--- config.mk ---
export PLATFORM = sky130hd
export DESIGN_NAME = multicycle_control
export DESIGN_NICKNAME = d
export VERILOG_FILES = /design/src/rtl/multicycle_control.sv
export SDC_FILE = /design/constraint.sdc
export NUM_CORES = 1
export LEC_CHECK = 0
export ABC_AREA = 1
export CORE_MARGIN = 2
export CORE_UTILIZATION = 31
export DETAILED_ROUTE_END_ITERATION = 7
export PLACE_DENSITY = 0.83
export SLEW_MARGIN = 20
export SYNTH_ARGS = -nofsm -noshare
export SYNTH_HDL_FRONTEND = slang
export SYNTH_SLANG_ARGS = --single-unit
--- constraint.sdc ---
create_clock -name clk -period 1.6 [get_ports clk]
set_input_delay 0.4 -clock clk [delete_from_list [all_inputs] [get_ports clk]]
set_output_delay 0.4 -clock clk [all_outputs]
set_load 0.02 [all_outputs]
--- src/rtl/multicycle_control.sv ---
// Moore sequencer for a multicycle RV32I datapath (unified memory, IR, ALUOut, shared ALU).
// Optional performance counters are enabled by defining MC_PERF_CNT_EN.
module multicycle_control #(
    parameter int WAIT_LIMIT = 0
) (
    input  logic        clk,
    input  logic        rst,
    input  logic [6:0]  opcode,
    input  logic        zero,
    input  logic        mem_ready,
    output logic        pc_en,
    output logic        iord,
    output logic        mem_read,
    output logic        mem_write,
    output logic        ir_write,
    output logic        mem_to_reg,
    output logic        reg_write,
    output logic [1:0]  alu_src_a,
    output logic [1:0]  alu_src_b,
    output logic [1:0]  alu_op,
    output logic        pc_source,
    output logic        trap,
    output logic [1:0]  trap_cause,
    output logic [3:0]  state_out,
    output logic [31:0] cycle_count,
    output logic [31:0] instr_count
);

    typedef enum logic [3:0] {
        S_FETCH     = 4'd0,
        S_DECODE    = 4'd1,
        S_MEM_ADDR  = 4'd2,
        S_MEM_READ  = 4'd3,
        S_MEM_WB    = 4'd4,
        S_MEM_WRITE = 4'd5,
        S_EXEC_R    = 4'd6,
        S_EXEC_I    = 4'd7,
        S_ALU_WB    = 4'd8,
        S_BRANCH    = 4'd9,
        S_TRAP      = 4'd15
    } state_t;

    localparam logic [6:0] OP_R    = 7'b0110011;
    localparam logic [6:0] OP_I    = 7'b0010011;
    localparam logic [6:0] OP_LW   = 7'b0000011;
    localparam logic [6:0] OP_SW   = 7'b0100011;
    localparam logic [6:0] OP_BEQ  = 7'b1100011;

    localparam logic [1:0] CAUSE_NONE    = 2'b00;
    localparam logic [1:0] CAUSE_ILLEGAL = 2'b01;
    localparam logic [1:0] CAUSE_TIMEOUT = 2'b10;

    localparam logic [31:0] WAIT_LAST = 32'(WAIT_LIMIT - 1);

    state_t      state_q, state_d;
    logic [31:0] wait_q, wait_d;
    logic [1:0]  cause_q, cause_d;

    logic        mem_state;
    logic        timeout;
    logic        pc_write_c, pc_write_cond_c;
    logic        iord_c, mem_read_c, mem_write_c, ir_write_c;
    logic        mem_to_reg_c, reg_write_c, pc_source_c;
    logic [1:0]  alu_src_a_c, alu_src_b_c, alu_op_c;

    assign mem_state = (state_q == S_FETCH) || (state_q == S_MEM_READ) ||
                       (state_q == S_MEM_WRITE);
    // Timeout fires on the cycle the counter would reach WAIT_LIMIT, so exactly
    // WAIT_LIMIT unanswered cycles are tolerated before trapping.
    assign timeout = (WAIT_LIMIT != 0) && mem_state && !mem_ready && (wait_q == WAIT_LAST);

    always_comb begin
        state_d         = state_q;
        cause_d         = cause_q;
        pc_write_c      = 1'b0;
        pc_write_cond_c = 1'b0;
        iord_c          = 1'b0;
        mem_read_c      = 1'b0;
        mem_write_c     = 1'b0;
        ir_write_c      = 1'b0;
        mem_to_reg_c    = 1'b0;
        reg_write_c     = 1'b0;
        pc_source_c     = 1'b0;
        alu_src_a_c     = 2'b00;
        alu_src_b_c     = 2'b00;
        alu_op_c        = 2'b00;

        case (state_q)
            S_FETCH: begin
                mem_read_c  = 1'b1;
                alu_src_b_c = 2'b01;
                if (timeout) begin
                    state_d = S_TRAP;
                    cause_d = CAUSE_TIMEOUT;
                end else if (mem_ready) begin
                    ir_write_c = 1'b1;
                    pc_write_c = 1'b1;
                    state_d    = S_DECODE;
                end
            end
            S_DECODE: begin
                // Speculatively compute the branch target into ALUOut.
                alu_src_b_c = 2'b10;
                case (opcode)
                    OP_LW, OP_SW: state_d = S_MEM_ADDR;
                    OP_R:         state_d = S_EXEC_R;
                    OP_I:         state_d = S_EXEC_I;
                    OP_BEQ:       state_d = S_BRANCH;
                    default: begin
                        state_d = S_TRAP;
                        cause_d = CAUSE_ILLEGAL;
                    end
                endcase
            end
            S_MEM_ADDR: begin
                alu_src_a_c = 2'b01;
                alu_src_b_c = 2'b10;
                state_d     = (opcode == OP_SW) ? S_MEM_WRITE : S_MEM_READ;
            end
            S_MEM_READ: begin
                mem_read_c = 1'b1;
                iord_c     = 1'b1;
                if (timeout) begin
                    state_d = S_TRAP;
                    cause_d = CAUSE_TIMEOUT;
                end else if (mem_ready) begin
                    state_d = S_MEM_WB;
                end
            end
            S_MEM_WB: begin
                reg_write_c  = 1'b1;
                mem_to_reg_c = 1'b1;
                state_d      = S_FETCH;
            end
            S_MEM_WRITE: begin
                mem_write_c = 1'b1;
                iord_c      = 1'b1;
                if (timeout) begin
                    state_d = S_TRAP;
                    cause_d = CAUSE_TIMEOUT;
                end else if (mem_ready) begin
                    state_d = S_FETCH;
                end
            end
            S_EXEC_R: begin
                alu_src_a_c = 2'b01;
                alu_op_c    = 2'b10;
                state_d     = S_ALU_WB;
            end
            S_EXEC_I: begin
                alu_src_a_c = 2'b01;
                alu_src_b_c = 2'b10;
                alu_op_c    = 2'b11;
                state_d     = S_ALU_WB;
            end
            S_ALU_WB: begin
                reg_write_c = 1'b1;
                state_d     = S_FETCH;
            end
            S_BRANCH: begin
                alu_src_a_c     = 2'b01;
                alu_op_c        = 2'b01;
                pc_write_cond_c = 1'b1;
                pc_source_c     = 1'b1;
                state_d         = S_FETCH;
            end
            S_TRAP: begin
                state_d = S_TRAP;
            end
            default: begin
                state_d = S_TRAP;
            end
        endcase

        if ((state_d == state_q) && mem_state && !mem_ready) begin
            wait_d = wait_q + 32'd1;
        end else begin
            wait_d = 32'd0;
        end
    end

    always_ff @(posedge clk or posedge rst) begin
        if (rst) begin
            state_q <= S_FETCH;
            wait_q  <= 32'd0;
            cause_q <= CAUSE_NONE;
        end else begin
            state_q <= state_d;
            wait_q  <= wait_d;
            cause_q <= cause_d;
        end
    end

    // Requests and enables are forced low while rst is held so an aborted
    // access cannot complete; mux selects still show the FETCH values.
    assign pc_en      = !rst && (pc_write_c || (pc_write_cond_c && zero));
    assign mem_read   = !rst && mem_read_c;
    assign mem_write  = !rst && mem_write_c;
    assign ir_write   = !rst && ir_write_c;
    assign reg_write  = !rst && reg_write_c;
    assign iord       = iord_c;
    assign mem_to_reg = mem_to_reg_c;
    assign alu_src_a  = alu_src_a_c;
    assign alu_src_b  = alu_src_b_c;
    assign alu_op     = alu_op_c;
    assign pc_source  = pc_source_c;
    assign trap       = (state_q == S_TRAP);
    assign trap_cause = cause_q;
    assign state_out  = state_q;

`ifdef MC_PERF_CNT_EN
    logic [31:0] cycle_q, cycle_d;
    logic [31:0] instr_q, instr_d;
    logic        retire;

    // An instruction retires on the edge that returns the sequencer to FETCH.
    assign retire = (state_d == S_FETCH) &&
                    ((state_q == S_MEM_WB) || (state_q == S_MEM_WRITE) ||
                     (state_q == S_ALU_WB) || (state_q == S_BRANCH));

    always_comb begin
        cycle_d = cycle_q;
        instr_d = instr_q;
        if (state_q != S_TRAP) begin
            cycle_d = cycle_q + 32'd1;
        end
        if (retire) begin
            instr_d = instr_q + 32'd1;
        end
    end

    always_ff @(posedge clk or posedge rst) begin
        if (rst) begin
            cycle_q <= 32'd0;
            instr_q <= 32'd0;
        end else begin
            cycle_q <= cycle_d;
            instr_q <= instr_d;
        end
    end

    assign cycle_count = cycle_q;
    assign instr_count = instr_q;
`else
    assign cycle_count = 32'd0;
    assign instr_count = 32'd0;
`endif

endmodule

==> flow_metrics.py <==
metrics = {
    "timing": {
        "setup_viol": 12,
        "grt_setup_unrepaired": "yes",
        "finClkSkew_ns": 0.00511,
        "fmax_ghz": 0.558,
        "post-route-min-period_ns": 1.79,
        "drv_slew": 0,
        "final_hold_viol_count": 0,
        "setup_ws_ns": -0.194,
        "finalCritPeriodShare_pct": 112,
    },
    "global_route": {
        "antenna_found_initial": 0,
        "grt_max_degree": 6,
        "grt_pass1_wl_um": 3530,
        "grtUsageTotal_pct": 12.4,
        "gr-total-overflow": 0,
        "grt_pass1_vias": 892,
    },
    "floorplan": {
        "initial_core_util_pct": 33.3,
        "ios": 96,
        "die-area_um2": 3810,
        "coreArea_um2": 3100,
        "die_h_um": 61.7,
        "core.rowCount": 20,
        "fp.dieW_um": 61.7,
    },
    "yosys": {
        "synth_seq_cells": 5,
        "ys_types": 17,
        "seq_area_frac_synth_pct": 12.1,
        "yosys_warnings": 0,
        "netlist_instances": 160,
        "synth_area_per_cell_um2": 6.45,
        "mappedNetlistArea_um2": 1030,
    },
    "run_status": {
        "outcome": "finished with violations",
        "violations": "negative setup slack",
    },
    "setup_path": {
        "worst_ep_required_time_ns": 1.20,
        "r2r_slack_ns": 0.03,
        "r2r_cells": 11,
        "worst_setup_path_start_kind": "register",
        "cp-end-kind": "output pin",
        "r2r_start": "state_out[1]$_DFFE_PP0P_",
        "crit_arrival_ns": 1.39,
        "critical_path_class": "register to output pin",
        "worstPathMaxFanout": 5,
        "r2r_end": "state_out[2]$_DFFE_PP0P_",
    },
    "clocking": {
        "cts_buffers": 3,
        "max-clock-path-buffers": 2,
        "clk_pin_slew_ns": 0.05,
        "cts_hold_buf": 0,
        "tritoncts": "built",
        "clock_latency_ns": 0.24,
        "htreeDepth": 1,
        "cts_sinks": 5,
        "cts_root_buffer": "clkbuf_4",
    },
    "routing": {
        "ant_nets": 0,
        "wl_per_cell_um": 9.14,
        "vias": 983,
        "dr.pass1.iters": 4,
        "viasPerCell": 3.64,
        "first_iter_violations": 27,
        "wirelength_um": 2470,
        "drc_errors": 0,
    },
    "place": {
        "dpl_cell_area_um2": 1370,
        "routabilityCongestion": 0.814,
        "dp_hpwl_um": 1860,
        "io_buffers": 29,
    },
    "job": {
        "maxCapViolations": 0,
    },
    "final_layout": {
        "area.growth.synth_to_final_pct": 47.2,
        "fin_util_pct": 49.0,
        "antennaDiodeCount": 0,
        "drive_above_1_share_pct": 40.3,
        "fin_nets": 238,
        "mostFrequentLayoutCells": "conb_1, buf_4, nand2_1, buf_6, nor2_1",
        "n_fill_cell": 316,
        "final_common_cell": "conb_1",
        "final_cell_area_um2": 1520,
    },
    "power": {
        "ir_drop_v": 0.000128,
        "p_leak_nw": 0.814,
        "p_per_area_nw_per_um2": 303,
    },
    "hold_path": {
        "worstHoldPathType": "primary input to asynchronous set/reset pin",
    },
}
==> critical path, cell delays in order (launching register included) <==
cell	delay, ns
dfrtp_2	0.46
nor2_4	0.17
nand2_2	0.08
inv_2	0.08
nand2_2	0.09
a21oi_4	0.15
buf_6	0.13
==> report_power, final <==
part | switching, W | internal, W
Sequential | 0 | 0.000127
Clock | 0.0000518 | 0.0000943
Combinational | 0.000158 | 0.0000290
Total | 0.000210 | 0.000250
==> what timing repair did <==
item	CTS	global route
buffers inserted	10	2
pin swaps	11	7
gates resized for setup	101	9
cloned	0	0
hold endpoints to repair	0	0
endpoints found under the setup margin	19	17
==> stage by stage <==
stage                     TNS, ns  total power [W]  hold WS, ns  instances  setup WS [ns]
after detailed placement    -5.77         0.000312        0.457        258         -0.552
after global placement      -5.43         0.000310        0.455        258         -0.508
after CTS                   -1.11         0.000460        0.368        269         -0.191
after floorplan            -0.355         0.000398        0.178        225         -0.129
after global routing        -2.17         0.000497        0.383        270         -0.275
final                       -1.09         0.000460        0.375        270         -0.194
==> synth_stat cells <==
master,instances,area (µm²)
nor3_1,3,15.0
nand3_2,1,10.0
nand3_1,9,45.0
buf_4,66,495
inv_2,6,22.5
nand4_1,1,6.26
o21ai_0,2,10.0
conb_1,1,3.75
nor2_1,15,56.3
nor3_2,1,10.0
inv_1,14,52.6
dfrtp_1,5,125
nand2_1,24,90.1
nand2_2,4,25.0
nor2_4,4,45.0
a21oi_1,2,10.0
o21ai_1,2,10.0
==> layer usage <==
| metal | GRT usage [%] | vias to the layer above | part of all wire [%] |
|---|---|---|---|
| met1 | 10.3 | 442 | 33 |
| met3 | 2.48 | 2 | 7.7 |
| met5 | 0 | - | 0 |
| met4 | 5.47 | 0 | 0.77 |
| li1 | - | 482 | - |
| met2 | 26.9 | 57 | 59 |
==> sequential cells by signal, indices dropped and copies added (netlist names) <==
register	count
trap_cause	1
state_out	4
==> how the worst max path moves through the flow <==
stage	start	to
after floorplan	state_out[1]$_DFFE_PP0P_	pc_en
after global placement	mem_ready	pc_en
after detailed placement	mem_ready	pc_en
after CTS	state_out[1]$_DFFE_PP0P_	pc_en
after global routing	state_out[0]$_DFFE_PP0P_	pc_en
final	state_out[3]$_DFFE_PP0P_	pc_en
==> cell type report <==
cell class	count	area, µm²	share of cell area, %
clock buffers	4	26.3	1.73
flip-flops and latches	5	130	8.57
well taps	44	55.1	3.62
multi-input cells	134	672	44.2
repair buffers	63	561	36.9
inverters	20	75.1	4.94
==> logic make-up after synthesis <==
kind of cell,Yosys count,synth area share (%)
flops,5,12.1
other cells,1,0.363
simple gates,62,29.3
compound gates,6,2.91
buf+inv,86,55.3
Note: power is estimated with default switching activity, not from simulation.
